`src/rtl/ifetch_bridge.sv`:
```
// ifetch_bridge: instruction-fetch bridge between a core fetch port and a
// single-request memory port, with a one-entry instruction buffer.
// Optional feature: define IFB_TIMEOUT_EN to abandon fetches that wait
// TIMEOUT cycles for an acknowledge (fills a NOP and pulses fetch_err_o).
// Default build (macro undefined) waits indefinitely for mem_ack_i.
//
// Memory handshake: mem_req_o acts as "valid" and mem_ack_i as "ready".
// A request is presented with a fixed mem_addr_o and is held, unchanged,
// until the cycle mem_ack_i is sampled high (or the timeout expires).
// The transfer completes on the edge ending that cycle, and the request is
// never withdrawn early. mem_ack_i outside a request is ignored.
module ifetch_bridge #(
  parameter logic [7:0] TIMEOUT = 8'd255
) (
  input  logic        clk,
  input  logic        rst,
  input  logic        rom_ce_i,
  input  logic [31:0] rom_addr_i,
  output logic [31:0] rom_data_o,
  output logic        stallreq_o,
  output logic        mem_req_o,
  output logic [31:0] mem_addr_o,
  input  logic        mem_ack_i,
  input  logic [31:0] mem_data_i,
`ifdef IFB_TIMEOUT_EN
  output logic        fetch_err_o,
`endif
  output logic        dbg_state_o
);

  typedef enum logic {
    S_IDLE = 1'b0,
    S_REQ  = 1'b1
  } state_t;

  state_t      state_q, state_d;
  logic        mem_req_q, mem_req_d;
  logic [31:0] mem_addr_q, mem_addr_d;
  logic [31:0] buf_data_q, buf_data_d;
  logic [31:0] buf_tag_q, buf_tag_d;
  logic        buf_valid_q, buf_valid_d;
  logic        hit;
  logic        miss;
  logic        expire;

`ifdef IFB_TIMEOUT_EN
  logic [7:0] cnt_q, cnt_d;
  logic       err_q, err_d;

  // Expiry when the current REQ cycle is the TIMEOUT-th one without ack.
  assign expire = ({1'b0, cnt_q} + 9'd1) >= {1'b0, TIMEOUT};
`else
  logic unused_timeout;

  assign expire         = 1'b0;
  assign unused_timeout = ^TIMEOUT;
`endif

  // Buffer lookup: hit/miss and the combinational core-facing outputs.
  always_comb begin
    hit        = rom_ce_i && buf_valid_q && (rom_addr_i == buf_tag_q);
    miss       = rom_ce_i && !hit;
    rom_data_o = hit ? buf_data_q : 32'h0;
    stallreq_o = miss;
  end

  // State register.
  always_ff @(posedge clk or negedge rst) begin
    if (!rst) begin
      state_q <= S_IDLE;
    end else begin
      state_q <= state_d;
    end
  end

  // Next-state logic: start on a miss in IDLE, finish on ack or expiry.
  always_comb begin
    state_d = state_q;
    case (state_q)
      S_IDLE: if (miss) state_d = S_REQ;
      S_REQ:  if (mem_ack_i || expire) state_d = S_IDLE;
      default: state_d = S_IDLE;
    endcase
  end

  // Output/datapath logic: request registers, buffer fill, wait counter.
  always_comb begin
    mem_req_d   = mem_req_q;
    mem_addr_d  = mem_addr_q;
    buf_data_d  = buf_data_q;
    buf_tag_d   = buf_tag_q;
    buf_valid_d = buf_valid_q;
`ifdef IFB_TIMEOUT_EN
    cnt_d       = cnt_q;
    err_d       = 1'b0;
`endif
    case (state_q)
      S_IDLE: begin
        if (miss) begin
          mem_req_d  = 1'b1;
          mem_addr_d = rom_addr_i;
`ifdef IFB_TIMEOUT_EN
          cnt_d      = 8'h00;
`endif
        end
      end
      S_REQ: begin
        if (mem_ack_i) begin
          // Ack wins even in the expiry cycle.
          buf_data_d  = mem_data_i;
          buf_tag_d   = mem_addr_q;
          buf_valid_d = 1'b1;
          mem_req_d   = 1'b0;
        end else if (expire) begin
          // Abandoned fetch: buffer a NOP under the requested tag.
          buf_data_d  = 32'h0;
          buf_tag_d   = mem_addr_q;
          buf_valid_d = 1'b1;
          mem_req_d   = 1'b0;
`ifdef IFB_TIMEOUT_EN
          err_d       = 1'b1;
`endif
        end else begin
`ifdef IFB_TIMEOUT_EN
          cnt_d = (cnt_q == 8'hFF) ? cnt_q : cnt_q + 8'd1;
`endif
        end
      end
      default: begin
        mem_req_d = 1'b0;
      end
    endcase
  end

  // Datapath registers; reset clears everything immediately.
  always_ff @(posedge clk or negedge rst) begin
    if (!rst) begin
      mem_req_q   <= 1'b0;
      mem_addr_q  <= 32'h0;
      buf_data_q  <= 32'h0;
      buf_tag_q   <= 32'h0;
      buf_valid_q <= 1'b0;
    end else begin
      mem_req_q   <= mem_req_d;
      mem_addr_q  <= mem_addr_d;
      buf_data_q  <= buf_data_d;
      buf_tag_q   <= buf_tag_d;
      buf_valid_q <= buf_valid_d;
    end
  end

`ifdef IFB_TIMEOUT_EN
  // Wait counter and error pulse register.
  always_ff @(posedge clk or negedge rst) begin
    if (!rst) begin
      cnt_q <= 8'h00;
      err_q <= 1'b0;
    end else begin
      cnt_q <= cnt_d;
      err_q <= err_d;
    end
  end

  assign fetch_err_o = err_q;
`endif

  assign mem_req_o   = mem_req_q;
  assign mem_addr_o  = mem_addr_q;
  assign dbg_state_o = (state_q == S_REQ);

endmodule

```
`config.mk`:
```
export PLATFORM = sky130hd
export DESIGN_NAME = ifetch_bridge
export DESIGN_NICKNAME = d
export VERILOG_FILES = /design/src/rtl/ifetch_bridge.sv
export SDC_FILE = /design/constraint.sdc
export NUM_CORES = 1
export LEC_CHECK = 0
export BUFFER_PORTS_ARGS = -buffer_cell sky130_fd_sc_hd__buf_4
export CORE_AREA = 4 4 143 111
export CTS_BUF_LIST = sky130_fd_sc_hd__clkbuf_4 sky130_fd_sc_hd__clkbuf_8
export CTS_CLUSTER_DIAMETER = 150
export DETAILED_ROUTE_END_ITERATION = 10
export DIE_AREA = 0 0 147 115
export HOLD_SLACK_MARGIN = 0.1
export PLACE_DENSITY = 0.61
export SETUP_SLACK_MARGIN = 0.5
export SYNTH_ARGS = -nofsm -noshare
export SYNTH_HDL_FRONTEND = slang
export SYNTH_SLANG_ARGS = --single-unit
export TNS_END_PERCENT = 20
```
`constraint.sdc`:
```
create_clock -name clk -period 2.8 [get_ports clk]
set_input_delay 0.42 -clock clk [delete_from_list [all_inputs] [get_ports clk]]
set_output_delay 0.42 -clock clk [all_outputs]
set_load 0.005 [all_outputs]
```
==> impl_metrics.yaml <==
critical_path:
  worst-path-buf-inv: 3
  path_delay_family: "simple AND/OR/NAND/NOR gates"
  cp_data_arrival_time_ns: 2.31
  max_stage_delay_ns: 0.55
  cp-end-kind: "output port"
  reg2reg_from: "buf_tag_q[11]"
  cp_max_fo: 8
  crit_type: "reg2out"
  crit_required_ns: 2.38
  reg2reg_slack_ns: 0.41
  r2r-end: "mem_addr_o[3]"
  critPathLaunchType: "flop"
  path_cells: "xnor2_1 -> nand4_1 -> or4_4 -> nor3_4 -> buf_12 -> clkbuf_16 -> and2_4 -> buf_6"
  cpMaxStageDelayCell: "or4_4"
  r2r_cells: 8
die:
  dieArea_mm2: 0.0169
  dieWidth_um: 147
  io_pins: 135
  die_h_um: 115
  std_cell_rows: 38
  start_util_pct: 29.7
  core-area_mm2: 0.0143
worst_hold_path:
  hp-start: "mem_ack_i"
  whs_path_depth: 2
  hp-class: "in2reg"
  min_to: "dbg_state_o"
detailed_routing:
  post_drt_wl_per_cell_um: 16.3
  totalWireLength_mm: 10.4
  drt_pass1_iterations: 3
  viasPerCell: 4.32
  vias: 2761
  drt_iter0_drc: 77
  ant_nets: 0
  drcViolationCount: 0
synthesis:
  synthTopCellsByArea: "dfrtp_1, mux2_2, and2_1, xnor2_1, xor2_1"
  avgSynthCellArea_um2: 14.6
  synth.top_cell.area_share_pct: 58.3
  synth_area_leader_cell: "dfrtp_1"
  synth-seq-area-share_pct: 58.3
  syn_inst: 292
  synth_edf_count: 0
  ys_ff_latch: 99
  synth.most_common_cell: "dfrtp_1"
  ys_warn_count: 0
  synth_cell_types: 19
  synth_area_mm2: 0.00425
  ys.flop_type: "dfrtp_1"
  synthArstFlopShare_pct: 100
  netlist_top_cells_count: "dfrtp_1, mux2_2, and2_1, xnor2_1, xor2_1"
  syn_nets: 360
layout:
  n_fill_cell: 1299
  multi_input_area_mm2: 0.00191
  drive_above_1_share_pct: 64.7
  final_nets: 502
  regArea_mm2: 0.00248
  area_growth_pct: 44.3
  stdcell_area_mm2: 0.00614
  n_antenna_cell: 0
global_routing:
  antenna_found_initial: 0
  grt_pass1_wl_mm: 16.4
  grt_overflow: 0
  grt_pass1_vias: 3063
  grt_usage_pct: 12.1
  grt_max_degree: 60
sta:
  period_needed_ns: 2.73
  rsz0062_at_grt: "true"
  holdWs_ns: 0.279
  setup_viol: 0
  slew-limit-headroom_pct: 63.3
  worst_pin_slew_ns: 0.550
  hold_viol: 0
  fmax_ghz: 0.367
  fin_crit_sh_pct: 97.4
  tns_ns: 0
  slew_viol_final: 0
  skew_ns: 0.00793
pwr:
  swShare_pct: 27.4
  pwr-share-seq_pct: 50.6
  internal_power_w: 0.00306
  p_comb_share_pct: 27.0
  p_clk_share_pct: 22.3
  ir_drop_mv: 0.317
  p_leak_nw: 2.88
  p_sw_w: 0.00116
  power_density_mw_per_mm2: 687
clock_tree:
  root_buffer: "clkbuf_8"
  cts_tree: "yes"
  cts_buffer_depth: 2
  clk_latency_ns: 0.36
  cts_made_buffers: 9
  clk_pin_slew_ns: 0.09
  htree_levels: 3
  clkSinkCount: 99
place:
  hpwlAfterDp_mm: 7.06
  port_buffers: 134
  postPlaceCellArea_mm2: 0.00553
  gp_congestion: 0.758
run:
  max_cap_viol_count: 0
outcome:
  outcome: "finished, final reports clean"
-- area by class of cell --
| type | count | share of cell area [%] |
|---|---|---|
| Clock buffer | 12 | 2.49 |
| Clock inverter | 4 | 0.815 |
| Inverter | 1 | 0.0612 |
| Multi-Input combinational cell | 179 | 31.1 |
| Sequential cell | 99 | 40.4 |
| Tap cell | 200 | 4.08 |
| Timing Repair Buffer | 144 | 21.1 |
-- per-layer routing --
layer  track usage [%]  vias to the layer above  share of wire (%)  wire [um]
met2              19.2                       74                 47       4930
met4              2.42                        0               0.77         80
met1              16.4                     1395                 46       4810
li1                  -                     1285                  -          -
met3              4.22                        7                5.9        611
met5                 0                        -                  0          0
-- sequential cells by signal (all words and copies together), names as in the netlist --
register and flops:
buf_data_q 32, mem_req_o 1, mem_addr_o 32, buf_tag_q 32
buf_valid_q 1, dbg_state_o 1
-- worst reg2reg max path: stages (launching register included) --
cell and delay (ns):
dfrtp_1 0.39, xnor2_1 0.20, nand4_1 0.11, or4_4 0.55, nor3_4 0.16, buf_12 0.16, nand3b_4 0.16, buf_12 0.21
mux2_4 0.34
-- per-stage QoR --
step	setup WS (ns)	power (W)	cells	utilization, %
2_1_floorplan	0.578	0.00273	292	-
3_3_place_gp	0.255	0.00316	618	38.7
3_5_place_dp	0.227	0.00321	618	38.7
4_1_cts	-0.0345	0.00427	637	41.4
5_1_grt	-0.133	0.00449	639	42.9
6_report	0.0738	0.00422	639	42.9
-- worst max path at each step --
stage | cells after the start | start | slack, ns | to
after floorplan | 7 | rom_addr_i[18] | 0.58 | mem_addr_o[0]
after global placement | 8 | rom_addr_i[18] | 0.26 | mem_addr_o[31]
after detailed placement | 8 | rom_addr_i[24] | 0.23 | mem_addr_o[26]
after CTS | 8 | buf_tag_q[24] | -0.03 | rom_data_o[19]
after global routing | 8 | buf_tag_q[13] | -0.13 | rom_data_o[20]
final | 8 | buf_tag_q[11] | 0.07 | rom_data_o[12]
-- timing repair --
item                       CTS  global route
pin swaps                    6            24
setup buffers                1             0
setup endpoints to repair   65            65
cloned                       1             2
hold buffers                 1             0
resized for setup           37            45
hold endpoints to repair    40             0
-- placed cells by master (no fill, tap or decap), drive strengths merged, types with 2 or more instances in the layout --
cell      instances
buf             141
clkbuf           14
mux2             96
xnor2            16
clkinvlp          2
nand2             3
nand3             2
nand4             4
and2             32
xor2             16
dfrtp            99
nor4              4
-- kinds of logic after synthesis --
family,synth area share (%)
AOI/OAI and AO/OA,0.118
xor gates and xnor gates,6.59
buffers and inverters,1.77
DFF,58.3
muxes,25.4
and+or+nand+nor,7.83
-- power by group through the flow --
| stage | clock [W] | combinational, W | sequential, W |
|---|---|---|---|
| floorplan | 0 | 0.000642 | 0.00209 |
| global placement | 0 | 0.00103 | 0.00213 |
| detailed placement | 0 | 0.00106 | 0.00215 |
| CTS | 0.000993 | 0.00115 | 0.00213 |
| global route | 0.00105 | 0.00125 | 0.00219 |
| finish | 0.000943 | 0.00114 | 0.00214 |
Power figures use the tool's default switching activity.
